### src/rtl/hazard_ctrl.sv
// Pipeline hazard sequencer: stall/flush decisions for load-use, taken branches and
// multi-cycle data-memory accesses, plus a MEM wait watchdog and saturating counters.
module hazard_ctrl #(
  parameter int MEM_TIMEOUT = 16,
  parameter int CNT_W       = 32
) (
  input  logic             clk,
  input  logic             rst,
  input  logic [4:0]       id_rs1,
  input  logic [4:0]       id_rs2,
  input  logic             id_re1,
  input  logic             id_re2,
  input  logic [4:0]       ex_wR,
  input  logic             ex_rf_we,
  input  logic             ex_is_load,
  input  logic             ex_br_taken,
  input  logic             mem_req,
  input  logic             mem_ready,
  output logic             pc_stall,
  output logic             if_id_stall,
  output logic             if_id_flush,
  output logic             id_ex_stall,
  output logic             id_ex_flush,
  output logic             ex_mem_stall,
  output logic             mem_wb_flush,
  output logic             mem_timeout,
  output logic [CNT_W-1:0] stall_cnt,
  output logic [CNT_W-1:0] flush_cnt
);

  localparam int WCW = $clog2(MEM_TIMEOUT + 1);

  typedef enum logic [1:0] {
    RUN  = 2'd0,
    WAIT = 2'd1,
    ERR  = 2'd2
  } state_t;

  state_t           state_q, state_d;
  logic [WCW-1:0]   wait_cnt_q, wait_cnt_d;
  logic             timeout_q, timeout_d;
  logic [CNT_W-1:0] stall_cnt_q, flush_cnt_q;

  logic mw;
  logic rs1_hit;
  logic rs2_hit;
  logic lu;

  assign mw      = mem_req & ~mem_ready;
  assign rs1_hit = id_re1 & (id_rs1 == ex_wR);
  assign rs2_hit = id_re2 & (id_rs2 == ex_wR);
  // x0 is hard-wired zero, so a load targeting it never produces a hazard.
  assign lu      = ex_is_load & ex_rf_we & (ex_wR != 5'd0) & (rs1_hit | rs2_hit);

  always_comb begin
    pc_stall     = 1'b0;
    if_id_stall  = 1'b0;
    if_id_flush  = 1'b0;
    id_ex_stall  = 1'b0;
    id_ex_flush  = 1'b0;
    ex_mem_stall = 1'b0;
    mem_wb_flush = 1'b0;
    if (!rst) begin
      if ((state_q == ERR) || mw) begin
        // Full freeze; a pending branch or load-use is re-evaluated once it lifts.
        pc_stall     = 1'b1;
        if_id_stall  = 1'b1;
        id_ex_stall  = 1'b1;
        ex_mem_stall = 1'b1;
        mem_wb_flush = 1'b1;
      end else if (ex_br_taken) begin
        if_id_flush = 1'b1;
        id_ex_flush = 1'b1;
      end else if (lu) begin
        pc_stall    = 1'b1;
        if_id_stall = 1'b1;
        id_ex_flush = 1'b1;
      end
    end
  end

  always_comb begin
    state_d    = state_q;
    wait_cnt_d = wait_cnt_q;
    timeout_d  = timeout_q;
    case (state_q)
      RUN: begin
        if (mw) begin
          state_d    = WAIT;
          wait_cnt_d = WCW'(1);
        end
      end
      WAIT: begin
        // Ready or a dropped request both end the access.
        if (!mw) begin
          state_d    = RUN;
          wait_cnt_d = '0;
        end else if (wait_cnt_q == WCW'(MEM_TIMEOUT - 1)) begin
          state_d   = ERR;
          timeout_d = 1'b1;
        end else begin
          wait_cnt_d = wait_cnt_q + WCW'(1);
        end
      end
      ERR: begin
        state_d = ERR;
      end
      default: begin
        state_d    = RUN;
        wait_cnt_d = '0;
      end
    endcase
  end

  always_ff @(posedge clk) begin
    if (rst) begin
      state_q    <= RUN;
      wait_cnt_q <= '0;
      timeout_q  <= 1'b0;
    end else begin
      state_q    <= state_d;
      wait_cnt_q <= wait_cnt_d;
      timeout_q  <= timeout_d;
    end
  end

  always_ff @(posedge clk) begin
    if (rst) begin
      stall_cnt_q <= '0;
      flush_cnt_q <= '0;
    end else begin
      if (pc_stall && (stall_cnt_q != {CNT_W{1'b1}})) begin
        stall_cnt_q <= stall_cnt_q + CNT_W'(1);
      end
      if ((if_id_flush || id_ex_flush) && (flush_cnt_q != {CNT_W{1'b1}})) begin
        flush_cnt_q <= flush_cnt_q + CNT_W'(1);
      end
    end
  end

  assign mem_timeout = timeout_q;
  assign stall_cnt   = stall_cnt_q;
  assign flush_cnt   = flush_cnt_q;

endmodule

### config.mk
export PLATFORM = sky130hd
export DESIGN_NAME = hazard_ctrl
export DESIGN_NICKNAME = d
export VERILOG_FILES = /design/src/rtl/hazard_ctrl.sv
export SDC_FILE = /design/constraint.sdc
export NUM_CORES = 1
export LEC_CHECK = 0
export ABC_AREA = 1
export BUFFER_PORTS_ARGS = -buffer_cell sky130_fd_sc_hd__buf_2
export CORE_MARGIN = 2
export CORE_UTILIZATION = 52
export CTS_BUF_LIST = sky130_fd_sc_hd__clkbuf_4 sky130_fd_sc_hd__clkbuf_8
export DETAILED_ROUTE_END_ITERATION = 16
export GPL_TIMING_DRIVEN = 0
export PLACE_DENSITY = 0.79
export SYNTH_ARGS = -nofsm -noshare
export SYNTH_HDL_FRONTEND = slang
export SYNTH_SLANG_ARGS = --single-unit
export TNS_END_PERCENT = 10
### constraint.sdc
create_clock -name clk -period 1.65 [get_ports clk]
set_input_delay 0.2475 -clock clk [delete_from_list [all_inputs] [get_ports clk]]
set_output_delay 0.2475 -clock clk [all_outputs]
set_load 0.02 [all_outputs]
==> run summary, run 1 <==
========================================================================================
Setup Skew ................................................................    0.0116 ns
Cells after synthesis .....................................................          799
Global-route wire length before repair ....................................     25200 µm
Power density of the placed cells .........................................   561 nW/µm²
Total internal power ......................................................      2.82 mW
Total half-perimeter wirelength after legalization and detailed placement .     10800 µm
Kind of launch point of the worst setup path ..............................    flip-flop
Result of the run ......................................................... finished with violations
Aggregate global-route resource usage .....................................        30.8%
Time the final worst path needs with I/O delays and setup .................      1.78 ns
Number of buffers inserted by hold repair at cts ..........................            0
RSZ-0062 raised after global routing ......................................         true
Average wire per cell in the routed design ................................      15.3 µm
Standby leakage power .....................................................      2.89 nW
End-of-flow core utilization ..............................................        72.5%
Antenna diodes ............................................................            0
Amount of wire on met2 after detailed routing .............................      7390 µm
Sequential-to-total area share from yosys stat ............................        29.4%
Post-placement cell count .................................................         1004
Clk pwr share .............................................................        43.8%
Count of buffers inserted at the top-level ports ..........................           94
Die area ..................................................................    10200 µm²
Yosys synthesis warning count .............................................            0
# H-tree levels ...........................................................            3
TritonCTS sink count ......................................................           72
Post-route ant nets .......................................................            0
Cell types occupying the most area after synthesis ........................ dfxtp_1 (29%), nand2_1 (20%), nand3_1 (8.2%)
Share of total power consumed by net switching ............................        24.6%
Final hold vios ...........................................................            0
Post-layout total power ...................................................      3.74 mW
EDFF count, synth .........................................................            0
Violation count after the first detailed-route iteration ..................          554
Count of TritonRoute iterations in the first routing pass .................            6
Routed metal-1 wire length ................................................      6850 µm
Combinational share of power ..............................................         9.6%
Hold Path Class ........................................................... input port to flip-flop
Number of max-cap violations ..............................................            0
Vert. Die Dim .............................................................       101 µm
Fraction of post-synthesis cell area in the top cell type by area .........        29.4%
Switching power total .....................................................     0.920 mW
Number of buffers between clock root and the deepest sink .................            2
Cts bufs inserted .........................................................            9
Seq pwr share .............................................................        46.6%
Failing checks ............................................................ negative setup slack
Count of unique library cells instantiated by Yosys .......................           32
Mean area per synthesized cell ............................................     6.13 µm²
Global placer's final weighted congestion .................................        0.992
Number of primary I/O pins ................................................           96
Actual slew at the worst max-slew pin .....................................     0.650 ns
Count of placed standard cells in the final layout, fillers left out ......         1071
Number of vias per cell after detailed routing ............................         5.61
Category of the worst setup path capture point ............................    flip-flop
Register bit total from synthesis .........................................           72
Critical Path RT ..........................................................      1.91 ns
Post-synth top flop .......................................................      dfxtp_1
Tightest slew margin relative to the limit ................................        56.7%
Async set-reset flop share out of synthesis ...............................           0%
Pin count of the biggest net entering global routing ......................           12
Number of global-route vias before repair .................................         5304
Max IR drop VDD ...........................................................     0.332 mV
Final setup vio count .....................................................           65
Clock Latency Late Sink ...................................................      0.36 ns
Core Rows .................................................................           35
Area overhead of the layout relative to synthesis .........................        36.1%
Netlist area before placement .............................................     4900 µm²
Fill cell total of the finished layout ....................................          756
Final routed DRC violation total ..........................................            0
Final worst path period share .............................................         108%
Fmax ......................................................................    0.560 GHz
Clk root buf ..............................................................     clkbuf_8
Initial antenna violation count ...........................................            0
Top cell type by total area after synthesis ...............................      dfxtp_1
Clock tree from TritonCTS .................................................          yes
Core region area ..........................................................     9200 µm²
Max Slew Vio Count ........................................................            0
Classification of the worst setup path .................................... flip-flop to flip-flop
Final global-route overflow total .........................................            0
Total nets after synthesis ................................................          827
Via count of the routed design ............................................         6011
Initial core utilization ..................................................        53.2%
WL final ..................................................................     16400 µm
CP Data Arrival Time ......................................................      2.04 ns
Share of layout cells above drive strength 1 ..............................        34.4%
Uppermost signal routing layer after detailed routing .....................         met4
Number of nets in the final layout ........................................          983
Clock transition at path regs .............................................      0.08 ns
Total length of routed met3 wires .........................................      1690 µm
Worst setup margin ........................................................    -0.134 ns
DIE WIDTH .................................................................       101 µm
Max FO, Critical Path .....................................................            7
========================================================================================
timing repair:
item / CTS / global route
pin swaps: 18 / 20
setup endpoints to repair: 71 / 76
gates resized for setup: 99 / 72
gates cloned: 4 / 1
buffers inserted: 30 / 16
metal layers:
layer  GRT usage (%)  vias up
met2            47.5      351
met3            4.09       57
met4            10.4        0
li1                -     2871
met5               0        -
met1            44.3     2732
worst paths after layout:
| kind | cells past startpoint | end | slack (ns) | start |
|---|---|---|---|---|
| worst max register to register | 9 | stall_cnt[1] | -0.13 | stall_cnt[6] |
| worst min register to register | 2 | mem_timeout | 0.45 | mem_timeout |
| worst max-delay path | 9 | stall_cnt[1] | -0.13 | stall_cnt[6] |
| worst min-delay path | 4 | state_q[0] | 0.29 | mem_ready |
per-stage QoR:
stage / instance area [µm²] / hold slack [ns] / setup TNS [ns] / setup WS (ns)
floorplan: 4960 / 0.447 / -0.0112 / -0.00269
global placement: 5570 / 0.435 / -13.71 / -0.246
detailed placement: 5570 / 0.443 / -14.70 / -0.256
CTS: 6320 / 0.246 / -1.13 / -0.115
global route: 6670 / 0.334 / -7.37 / -0.196
finish: 6670 / 0.290 / -3.58 / -0.134
layout make-up:
| type | instances | area (µm²) | area share (%) |
|---|---|---|---|
| clock inverter | 3 | 65.1 | 0.976 |
| multi-input combinational | 630 | 3410 | 51.2 |
| inverter | 68 | 260 | 3.90 |
| timing repair buffer | 145 | 878 | 13.2 |
| clock buffer | 13 | 160 | 2.40 |
| tap | 111 | 139 | 2.08 |
| buffer | 29 | 230 | 3.45 |
| sequential | 72 | 1520 | 22.8 |
power by group through the flow:
| stage | clock, mW | sequential [mW] | combinational, mW |
|---|---|---|---|
| after global placement | 0 | 1.80 | 0.262 |
| after CTS | 1.64 | 1.75 | 0.330 |
| after floorplan | 0 | 1.80 | 0.172 |
| after detailed placement | 0 | 1.80 | 0.264 |
| final | 1.64 | 1.74 | 0.358 |
| after global routing | 1.71 | 1.74 | 0.391 |
flip-flops by register name, indices dropped and copies added (netlist names):
register     count
flush_cnt       32
mem_timeout      1
stall_cnt       32
wait_cnt_q       5
state_q          2
cells in the mapped netlist (8+ instances only):
| cell type | instances |
|---|---|
| nand2_1 | 262 |
| nor2_1 | 105 |
| nand3_1 | 80 |
| dfxtp_1 | 72 |
| inv_1 | 67 |
| a21oi_1 | 57 |
| xor2_1 | 26 |
| nand3b_1 | 18 |
| nor3_1 | 18 |
| nand2_2 | 16 |
| clkbuf_1 | 14 |
| a21oi_2 | 10 |
| xnor2_1 | 8 |
cells by family after synthesis:
family / Yosys count / synth area share, %
buf+inv: 97 / 8.48
flops: 72 / 29.4
xor+xnor: 34 / 6.08
simple gates: 517 / 46.4
fa+ha+maj: 4 / 1.02
compound gates: 75 / 8.59
cell usage in the layout, fill, tap and decap left out, types with 2 or more instances in the layout:
cell / instances
a21oi_1: 44
a21oi_2: 23
buf_2: 92
buf_4: 55
buf_6: 11
bufinv_16: 2
clkbuf_1: 7
clkbuf_2: 2
clkbuf_4: 6
clkbuf_8: 11
dfxtp_1: 34
dfxtp_2: 26
dfxtp_4: 12
ha_4: 2
inv_1: 59
inv_2: 7
inv_4: 2
nand2_1: 244
nand2_2: 25
nand2_4: 10
nand3_1: 77
nand3_2: 3
nand3b_1: 18
nand4_1: 7
nand4_4: 2
nor2_1: 84
nor2_2: 10
nor2_4: 14
nor3_1: 12
nor3_2: 4
nor3_4: 4
o21ai_0: 6
xnor2_1: 8
xor2_1: 26
worst max-delay path: stages, from the launching register on:
cell and delay (ns):
dfxtp_2 0.38, nand2_1 0.14, nor2_4 0.16, nand2_4 0.07, nor3_4 0.15, nand4_4 0.17, nand2_4 0.20, buf_6 0.15
nand2_1 0.08, a21oi_1 0.18
No activity file was read; power rests on OpenSTA's default activity.
==> run 2: changes to the inputs <==
--- a/config.mk
+++ b/config.mk
@@ -11,7 +11,6 @@
 export CORE_UTILIZATION = 52
 export CTS_BUF_LIST = sky130_fd_sc_hd__clkbuf_4 sky130_fd_sc_hd__clkbuf_8
 export DETAILED_ROUTE_END_ITERATION = 16
-export GPL_TIMING_DRIVEN = 0
 export PLACE_DENSITY = 0.79
 export SYNTH_ARGS = -nofsm -noshare
 export SYNTH_HDL_FRONTEND = slang
==> run 2 against run 1 <==
Compared with the run above:
- fmax increased by 6.4%
- worst setup slack better by 0.11 ns
- design area up 1.2%
- critical endpoint is now if_id_stall
- clock skew is 0.0036 ns higher
- clock-buffer cell count down 3
- the run still ends with negative setup slack left
- global-route usage is 1.1 points lower
==> run summary, run 2 (synthesis results as in run 1) <==
========================================================================================
Worst-case reg-to-reg path depth ..........................................            7   -2
Initial core utilization ..................................................        53.2%   unchanged
Number of nets in the final layout ........................................         1006   +2.3%
Core region area ..........................................................     9200 µm²   unchanged
CP Data Arrival Time ......................................................      1.43 ns   -0.61 ns
Total internal power ......................................................      2.77 mW   -1.7%
Aggregate global-route resource usage .....................................        29.7%   -1.1 points
Post-route ant nets .......................................................            0   unchanged
Tightest slew margin relative to the limit ................................        63.5%   +6.8 points
Time the final worst path needs with I/O delays and setup .................      1.68 ns   -0.108 ns
Clock transition at path regs .............................................      0.08 ns   about the same
DIE WIDTH .................................................................       101 µm   unchanged
Via count of the routed design ............................................         5875   -2.3%
Setup TNS .................................................................   -0.0636 ns   +3.52 ns
Switching power total .....................................................     0.914 mW   -0.63%
Kind of launch point of the worst setup path ..............................    flip-flop
Final setup vio count .....................................................            3   -95%
Number of global-route vias before repair .................................         5207   -1.8%
Total half-perimeter wirelength after legalization and detailed placement .     11300 µm   +4.4%
Standby leakage power .....................................................      2.93 nW   +1.3%
Final hold vios ...........................................................            0   unchanged
Clk pwr share .............................................................        43.2%   -0.6 points
Category of the worst setup path capture point ............................   output pin
Share of layout cells above drive strength 1 ..............................        33.4%   -1.0 points
Seq pwr share .............................................................        47.7%   +1.1 points
Initial antenna violation count ...........................................            0   unchanged
Final global-route overflow total .........................................            0   unchanged
Max IR drop VDD ...........................................................     0.419 mV   +26%
Share of total power consumed by net switching ............................        24.8%   +0.20 points
Critical Path RT ..........................................................      1.40 ns   -0.51 ns
Core Rows .................................................................           35   unchanged
# H-tree levels ...........................................................            3   unchanged
Final worst path period share .............................................         102%   -6.5 points
Count of buffers inserted at the top-level ports ..........................           95   +1.1%
Number of primary I/O pins ................................................           96   unchanged
Global placer's final weighted congestion .................................         1.00   +0.99%
Max Slew Vio Count ........................................................            0   unchanged
Hold Path Class ........................................................... input port to flip-flop
TritonCTS sink count ......................................................           72   unchanged
Fmax ......................................................................    0.597 GHz   +6.4%
Number of vias per cell after detailed routing ............................         5.37   -4.3%
Cts bufs inserted .........................................................            9   unchanged
Setup Skew ................................................................    0.0152 ns   +0.00360 ns
Power density of the placed cells .........................................   546 nW/µm²   -2.6%
Global-route wire length before repair ....................................     24300 µm   -3.8%
Average wire per cell in the routed design ................................      14.1 µm   -8.2%
Post-layout total power ...................................................      3.68 mW   -1.4%
Combinational share of power ..............................................         9.1%   -0.5 points
Result of the run ......................................................... finished with violations
Clock tree from TritonCTS .................................................          yes
Clock Latency Late Sink ...................................................      0.35 ns   about the same
Failing checks ............................................................ negative setup slack
Violation count after the first detailed-route iteration ..................          358   -35%
WL final ..................................................................     15400 µm   -6.3%
Worst setup margin ........................................................   -0.0264 ns   +0.108 ns
Die area ..................................................................    10200 µm²   unchanged
Classification of the worst setup path .................................... flip-flop to output pin
Clk root buf ..............................................................     clkbuf_8
Antenna diodes ............................................................            0   unchanged
Top library cells by usage in the layout, fill and taps aside ............. nand2_1 (258), buf_4 (95), buf_2 (89)
Most common cell after layout, fill and taps aside ........................      nand2_1
Final hold slack ..........................................................     0.201 ns   -0.0881 ns
Final routed DRC violation total ..........................................            0   unchanged
Post-placement cell count .................................................         1069   +6.5%
Fill cell total of the finished layout ....................................          805   +6.5%
Pin count of the biggest net entering global routing ......................           41   +29
Actual slew at the worst max-slew pin .....................................     0.548 ns   -0.102 ns
Max FO, Critical Path .....................................................            4   -3
Count of TritonRoute iterations in the first routing pass .................            5   -1
Area overhead of the layout relative to synthesis .........................        37.7%
RSZ-0062 raised after global routing ......................................         true
Worst hold stages .........................................................            2   -2
Number of buffers between clock root and the deepest sink .................            2   unchanged
Count of placed standard cells in the final layout, fillers left out ......         1094   +2.1%
Vert. Die Dim .............................................................       101 µm   unchanged
Number of max-cap violations ..............................................            0   unchanged
========================================================================================
run 2: cell count changes in the layout (fill, tap and decap cells not counted), moves of 7 or more:
cell,delta
nand2_1,+14
dfxtp_4,-8
nor2_1,-7
nor2_2,+12
dfxtp_2,-10
buf_6,-7
buf_4,+40
dfxtp_1,+18
clkbuf_1,-7
nand2_2,-8
run 2: critical path: stages (launching register included):
cell	delay [ns]
dfxtp_2	0.34
inv_2	0.05
nor2_4	0.09
inv_2	0.04
nand2_2	0.07
inv_2	0.04
nor2_4	0.10
inv_2	0.05
nand2_4	0.07
buf_12	0.12
buf_8	0.10
run 2: layer usage:
layer | vias to the layer above | GRT usage (%) | share of wire (%)
met2 | 273 | 47.7 | 46
li1 | 2910 | - | -
met1 | 2654 | 41.0 | 45
met4 | 0 | 10.6 | 2.3
met5 | - | 0 | 0
met3 | 38 | 3.74 | 7.0
run 2: per-stage QoR:
step | setup WS [ns] | utilization [%] | area [µm²]
2_1_floorplan | -0.00269 | - | 4960
3_3_place_gp | -0.125 | 67.2 | 6180
3_5_place_dp | -0.130 | 67.2 | 6180
4_1_cts | -0.0544 | 70.6 | 6490
5_1_grt | -0.111 | 73.3 | 6740
6_report | -0.0264 | 73.3 | 6740
run 2: path summary, 6_finish.rpt:
| check | slack (ns) | end | start |
|---|---|---|---|
| setup / recovery | -0.03 | if_id_stall | state_q[1] |
| hold reg to reg | 0.46 | mem_timeout | mem_timeout |
| setup reg to reg | -0.01 | flush_cnt[4] | flush_cnt[28] |
| hold / removal | 0.20 | state_q[1] | rst |
run 2: final cells by class:
cell class	count	area (µm²)	share of cell area [%]
clock buffer	10	138	2.04
clock inverter	6	81.3	1.21
inverter	68	255	3.79
multi-input combinational	630	3280	48.6
sequential	72	1480	21.9
tap	111	139	2.06
timing repair buffer	197	1370	20.4
run 2: power by group through the flow:
| stage | clock [mW] | sequential, mW | combinational [mW] |
|---|---|---|---|
| 6_report | 1.59 | 1.76 | 0.334 |
| 5_1_grt | 1.65 | 1.76 | 0.364 |
| 4_1_cts | 1.61 | 1.76 | 0.309 |
| 3_5_place_dp | 0 | 1.80 | 0.294 |
| 3_3_place_gp | 0 | 1.80 | 0.291 |
| 2_1_floorplan | 0 | 1.80 | 0.172 |
run 2: repair_timing:
action / in CTS / in global routing
hold buffers: 0 / 0
buffers inserted: 6 / 3
endpoints found under the setup margin: 16 / 75
resized for setup: 15 / 79
pin swaps: 3 / 9
